File: src/rtl/alu_cmd_ctrl.sv
// alu_cmd_ctrl: runs a 16-bit add/sub/OR/AND as two byte passes
// through an external 8-bit ALU, low byte first, with the carry chained.
//
// Ports:
//   clk, rst_n           clock, synchronous active-low reset
//   cmd_valid/cmd_ready  command handshake
//   cmd_op               00 add, 01 sub, 10 OR, 11 AND
//   cmd_a, cmd_b         16-bit operands
//   cmd_cin              carry/borrow in (arithmetic ops only)
//   alu_a, alu_b         byte operands to the ALU
//   alu_op, alu_cin      op code and carry/borrow to the ALU
//   alu_y, alu_cout      ALU result byte and bit 8
//   rsp_valid/rsp_ready  response handshake
//   rsp_y, rsp_cout      16-bit result and final carry/borrow
//   stat_cnt             response count (only with ALU_CTRL_CNT_EN)
//
// Parameter ALU_LAT: extra wait cycles per byte pass before the ALU
// result is sampled.
// Macro ALU_CTRL_CNT_EN: adds the stat_cnt response counter.

module alu_cmd_ctrl #(
    parameter int ALU_LAT = 0
) (
    input  logic        clk,
    input  logic        rst_n,
    input  logic        cmd_valid,
    output logic        cmd_ready,
    input  logic [1:0]  cmd_op,
    input  logic [15:0] cmd_a,
    input  logic [15:0] cmd_b,
    input  logic        cmd_cin,
    output logic [7:0]  alu_a,
    output logic [7:0]  alu_b,
    output logic [1:0]  alu_op,
    output logic        alu_cin,
    input  logic [7:0]  alu_y,
    input  logic        alu_cout,
    output logic        rsp_valid,
    input  logic        rsp_ready,
    output logic [15:0] rsp_y,
    output logic        rsp_cout
`ifdef ALU_CTRL_CNT_EN
    ,
    output logic [15:0] stat_cnt
`endif
);

    localparam int CW = (ALU_LAT < 1) ? 1 : $clog2(ALU_LAT + 1);
    localparam logic [CW-1:0] LAST = CW'(ALU_LAT);

    typedef enum logic [1:0] {
        IDLE,
        LO,
        HI,
        RESP
    } state_t;

    state_t state;
    state_t state_nxt;

    logic [1:0]    op_q;
    logic [15:0]   a_q;
    logic [15:0]   b_q;
    logic          cin_q;
    logic          carry_q;
    logic [7:0]    lo_q;
    logic [CW-1:0] wait_q;

    logic last;
    logic arith;
    logic accept;
    logic cap_lo;
    logic cap_hi;
    logic rsp_fire;

    assign last  = (wait_q == LAST);
    assign arith = ~op_q[1];

    always_ff @(posedge clk) begin
        if (!rst_n) begin
            state <= IDLE;
        end else begin
            state <= state_nxt;
        end
    end

    always_comb begin
        state_nxt = state;
        cmd_ready = 1'b0;
        rsp_valid = 1'b0;
        alu_a     = 8'h00;
        alu_b     = 8'h00;
        alu_op    = 2'b00;
        alu_cin   = 1'b0;
        accept    = 1'b0;
        cap_lo    = 1'b0;
        cap_hi    = 1'b0;
        rsp_fire  = 1'b0;
        case (state)
            IDLE: begin
                cmd_ready = 1'b1;
                if (cmd_valid) begin
                    accept    = 1'b1;
                    state_nxt = LO;
                end
            end
            LO: begin
                alu_a   = a_q[7:0];
                alu_b   = b_q[7:0];
                alu_op  = op_q;
                alu_cin = arith & cin_q;
                if (last) begin
                    cap_lo    = 1'b1;
                    state_nxt = HI;
                end
            end
            HI: begin
                alu_a   = a_q[15:8];
                alu_b   = b_q[15:8];
                alu_op  = op_q;
                alu_cin = arith & carry_q;
                if (last) begin
                    cap_hi    = 1'b1;
                    state_nxt = RESP;
                end
            end
            RESP: begin
                rsp_valid = 1'b1;
                if (rsp_ready) begin
                    rsp_fire  = 1'b1;
                    state_nxt = IDLE;
                end
            end
            default: begin
                state_nxt = IDLE;
            end
        endcase
    end

    // Counter restarts on every state change and only runs in LO/HI.
    always_ff @(posedge clk) begin
        if (!rst_n) begin
            wait_q <= '0;
        end else if (state_nxt != state) begin
            wait_q <= '0;
        end else if (state == LO || state == HI) begin
            wait_q <= wait_q + 1'b1;
        end
    end

    // The low byte is staged in lo_q so rsp_y only changes when the
    // full result is ready, keeping the old response visible until then.
    always_ff @(posedge clk) begin
        if (!rst_n) begin
            op_q     <= 2'b00;
            a_q      <= 16'h0000;
            b_q      <= 16'h0000;
            cin_q    <= 1'b0;
            carry_q  <= 1'b0;
            lo_q     <= 8'h00;
            rsp_y    <= 16'h0000;
            rsp_cout <= 1'b0;
        end else begin
            if (accept) begin
                op_q  <= cmd_op;
                a_q   <= cmd_a;
                b_q   <= cmd_b;
                cin_q <= cmd_cin;
            end
            if (cap_lo) begin
                lo_q    <= alu_y;
                carry_q <= alu_cout;
            end
            if (cap_hi) begin
                rsp_y    <= {alu_y, lo_q};
                rsp_cout <= alu_cout;
            end
        end
    end

`ifdef ALU_CTRL_CNT_EN
    always_ff @(posedge clk) begin
        if (!rst_n) begin
            stat_cnt <= 16'h0000;
        end else if (rsp_fire) begin
            stat_cnt <= stat_cnt + 16'h0001;
        end
    end
`else
    logic unused_fire;
    assign unused_fire = rsp_fire;
`endif

endmodule

File: config.mk
export PLATFORM = sky130hd
export DESIGN_NAME = alu_cmd_ctrl
export DESIGN_NICKNAME = d
export VERILOG_FILES = /design/src/rtl/alu_cmd_ctrl.sv
export SDC_FILE = /design/constraint.sdc
export NUM_CORES = 1
export LEC_CHECK = 0
export CAP_MARGIN = 20
export CORE_MARGIN = 8
export CORE_UTILIZATION = 49
export CTS_CLUSTER_DIAMETER = 200
export DETAILED_ROUTE_END_ITERATION = 12
export PLACE_DENSITY = 0.82
export RECOVER_POWER = 100
export SYNTH_ARGS = -nofsm -noshare
export SYNTH_HDL_FRONTEND = slang
export SYNTH_SLANG_ARGS = --single-unit
File: constraint.sdc
create_clock -name clk -period 3.5 [get_ports clk]
set_input_delay 0.7 -clock clk [delete_from_list [all_inputs] [get_ports clk]]
set_output_delay 0.7 -clock clk [all_outputs]
set_load 0.005 [all_outputs]
After elaboration in Yosys (flattened, before gate mapping)
Cells that the tools add are included.
{"block": "totals", "input_bits": 48, "output_inout_bits": 38, "elab_cells": 39, "reg_bits": 64}
{"block": "classes", "n_mux": 16, "eq_ne": 4, "n_reduce_logical": 4, "add_sub_neg": 1, "bitwise_logic": 4}
{"operator": "$pmux 8 s2", "n": 2}
{"operator": "$mux 2", "n": 5}
{"operator": "$pmux 2 s4", "n": 1}
{"operator": "$mux 1", "n": 7}
{"operator": "$eq 2x2->1 const B", "n": 2}
{"operator": "$reduce_or 2->1", "n": 2}
{"operator": "$and 1x1->1", "n": 2}
{"operator": "$eq 2x1->1 const B", "n": 1}
{"operator": "$logic_not 2->1", "n": 1}
{"operator": "$ne 2x2->1", "n": 1}
{"operator": "$not 1->1", "n": 2}
{"operator": "$pmux 1 s2", "n": 1}
{"operator": "$add 1x1->1 const B", "n": 1}
{"operator": "$logic_or 1x1->1", "n": 1}

Logic depth before layout (Yosys ltp)
{"block": "depth", "word_depth": 4, "ltp_mapped": 8, "ltp_nobuf": 5}

Least setup slack after synthesis
Ideal clock, no wire load.
{"block": "synth_timing", "kind": "reg-to-output", "from": "reg state[0]", "to": "out alu_cin", "setup_slack_ps": 1455, "stages_incl_launch_ff": 7, "t_required_ps": 2800, "path_buffers": 2, "t_arrival_ps": 1345, "path_cell_list": "dfxtp_1 -> inv_1 -> ha_1 -> buf_2 -> buf_2 -> mux2i_1 -> nor3b_1"}
{"block": "synth_between", "elab_chain_cells": 2, "elab_cells_between_ends": 3, "cone_classes": "eq/ne: 2; mux: 1"}
{"element": "start: declaration", "line_no": "58", "source": "state_t state;"}
{"element": "start signal: assignment", "line_no": "83", "source": "state <= state_nxt;"}
{"element": "$eq 2x2->1 / $eq 2x1->1 (equally long branches)", "line_no": "99", "source": "case (state)"}
{"element": "$pmux 1 s2 (*)", "line_no": "99"}
{"element": "end: declaration", "line_no": "35", "source": "output logic alu_cin,"}
Mark *: on every way between the ends. The rest lies on a longest branch, timed or not.

Final worst setup path
{"block": "layout_timing", "from": "reg state[0]", "to": "out alu_a[0]"}
{"block": "layout_between", "elab_chain_cells": 2, "elab_cells_between_ends": 3, "cone_classes": "eq/ne: 2; mux: 1"}
{"element": "$eq 2x2->1 / $eq 2x1->1 (equally long branches)", "line_no": "99"}
{"element": "$pmux 8 s2 (*)", "line_no": "99"}
{"element": "end: declaration", "line_no": "32", "source": "output logic [7:0] alu_a,"}
Marks and branches as above.

==> impl_results.md <==
- Vias in the first global route: between 2000 and 3000
- Slew headroom: -23.3%
- Compound-Gate Fraction of Synth Area: 19.6%
- Cts hold-fix bufs: 0
- Clock latency on the worst-skew pair: about 0.33 ns
- First drt pass iteration count: 4
- Clock power share: a little under a quarter
- WP data required: 2.80 ns
- P_sw: 0.796 mW
- Largest cells by area after synthesis: dfxtp_1, nand2_1, a21oi_1
- Synth Area in Adders: under 10%
- First-pass GRT wire length: around 11000 µm
- Max Root-Sink Buffers: 2
- RSZ-0062 raised after global routing: false
- Peak VDD IR: about 0.00034 V
- Final setup margin: about 0.28 ns
- Avg Synthesized Cell Area: about 7.8 µm²
- CP arrival: ~2.5 ns
- Clock Pin Slew Worst Setup and Hold Paths: roughly 0.06 ns
- Final setup vio count: 0
- Yosys reg bits: 64
- Syn_nets: 391
- Die area: between 7000 and 8000 µm²
- CTS tree: yes
- Nets: 464
- Area growth syn-to-layout: 38.2%
- Post-route ant nets: 0
- Synth area leader: dfxtp_1
- DPL Wire Length: just under 5000 µm
- Setup CP Type: reg -> out
- Largest net degree at the start of global routing: 64
- Setup Buffers After CTS: 0
- Clock Skew: 0.00316 ns
- Hold slack final: 0.452 ns
- Startpoint types: register
- Ant. Diodes: 0
- Total of max-cap violations: 1
- Root Driver: clkbuf_8
- Synth Area in Simple Gates: 25.0%
- Worst slack, placed: 0.711 ns
- Yosys top cell area share: 48.5%
- Setup TNS: 0 ns
- Syn Std Cell Area: 2640 µm²
- Logic pwr share: 35.0%
- Least-Margin Pin Slew: 1.85 ns
- Placed instance count: between 400 and 500
- Final Util: between 70% and 80%
- Clock sink count: 64
- Placed instance area: 3490 µm²
- Cells after Synth: ~340
- Failing checks: max-capacitance violations, max-slew violations
- Final min period: between 3 and 4 ns
- DR DRC count: 0
- Pwr per Cell Area: between 600 and 700 nW/µm²
- Sequential area share after synthesis: between 40% and 50%
- Setup crit end kind: output port
- Final instance area: ~3700 µm²
- Gr usage total: a little under a fifth
- Starting Density: between 50% and 60%
- Routed WL per cell: around 14 µm
- Routability cong.: approximately 0.78
- Hold Crit Class: reg -> reg
- Initial antenna violation count: 0
- Iter 0 DRT Violations: 137
- Status: finished, violations left
- H-tree levels: 3
- Warnings from Yosys: 0
- Achievable frequency: about 310 MHz
- Total grt overflow: 0
- Max FO, Critical Path: 21
- Final non-filler cell total: between 400 and 500
- Core Area: slightly above 5000 µm²
- Pwr Total: around 2.3 mW
- Slew Viols, Final: 64
- P_int: roughly 1.5 mW
- Reg power frac: between 40% and 50%
- Die X: 89.4 µm
- Main combinational cell family by area after synthesis: simple AND/OR/NAND/NOR gates
- Netlist cell types: 25
- Final period util: approximately 92%
- Endpoints failing hold: 0
- Via count: between 2000 and 2500
- Xor and xnor area share after synthesis: 0%
- Net Sw Frac: between 30% and 40%
- Std-Cell Rows: 26
- Vias per inst: 5.06
- # resized after CTS: 0
- CTS Buf Count: 9
- # IOs: between 80 and 90
- IO Port Bufs: 85
- Die span in y: 89.4 µm
- Total wire length: about 7000 µm
- P_leak: approximately 1.4 nW
- Share of cells above drive strength 1: 4.34%
- Post-synthesis mux area share: less than 1%
registers in the layout (all words and copies together), names as in the netlist:
| register | count |
|---|---|
| a_q | 16 |
| b_q | 16 |
| carry_q | 1 |
| cin_q | 1 |
| lo_q | 8 |
| op_q | 2 |
| rsp_cout | 1 |
| rsp_y | 16 |
| state | 2 |
| wait_q | 1 |
cells by family after synthesis:
kind of cell	count (synthesis)
compound gates	88
fa+ha+maj	4
buf+inv	28
flops	64
mux	1
simple gates	154
worst max-delay path, cell delays in order (launching register included):
cell and delay [ns]:
dfxtp_1 0.37, inv_1 0.14, ha_1 0.73, a22oi_1 0.20
nor2b_1 0.17, dlygate4sd3_1 0.59
power groups by stage:
stage          clock [mW]  combinational (mW)  sequential [mW]
2_1_floorplan           0               0.571            0.942
3_3_place_gp            0               0.822            0.952
3_5_place_dp            0               0.841            0.962
4_1_cts             0.567               0.845            0.949
5_1_grt             0.600               0.892            0.964
6_report            0.554               0.807            0.947
area by class of cell:
cell class | count | area (µm²)
timing repair buffer | 87 | 866
inverter | 3 | 11.3
multi-input combinational | 247 | 1230
clock buffer | 14 | 173
fill | 422 | 1520
sequential | 64 | 1280
tap | 70 | 87.6
final timing paths:
path                   from         to  slack, ns  cells past startpoint
setup / recovery   state[0]   alu_a[0]       0.28                      5
hold / removal    rsp_y[12]  rsp_y[12]       0.45                      2
setup reg to reg   state[0]   state[0]       1.11                      5
hold reg to reg   rsp_y[12]  rsp_y[12]       0.45                      2
Yosys cell counts:
cell,count
buf_2,7
a21oi_1,63
inv_1,2
buf_1,2
nor2b_1,20
nand2_1,123
and2_1,3
a22oi_1,16
a221o_1,1
mux2i_1,1
o311a_1,1
dfxtp_1,64
buf_6,1
nand2b_1,4
clkbuf_1,15
nor3b_1,1
ha_1,4
o31ai_1,1
o21a_1,2
a2111oi_2,2
and2_4,1
inv_2,1
o21ai_0,2
or2_2,1
or3b_2,1
routing by layer:
layer | GRT usage [%] | wire length [µm] | vias to the layer above | share of wire (%)
li1 | - | - | 1257 | -
met1 | 20.9 | 3080 | 1118 | 44
met2 | 30.6 | 3410 | 66 | 49
met3 | 3.77 | 365 | 12 | 5.2
met4 | 11.6 | 148 | 0 | 2.1
met5 | 0 | 0 | - | 0
placed cells by master, fill, tap and decap left out, types with 2 or more instances in the layout:
cell type	count
nand2b_1	4
dfxtp_1	64
dlygate4sd3_1	38
a21oi_1	63
buf_4	2
o21ai_0	2
and2_1	2
clkbuf_1	2
nand2_1	123
a22oi_1	16
inv_1	3
clkbuf_8	12
ha_1	4
o21a_1	2
nor2b_1	20
clkdlybuf4s50_1	47
Power figures use the tool's default switching activity.
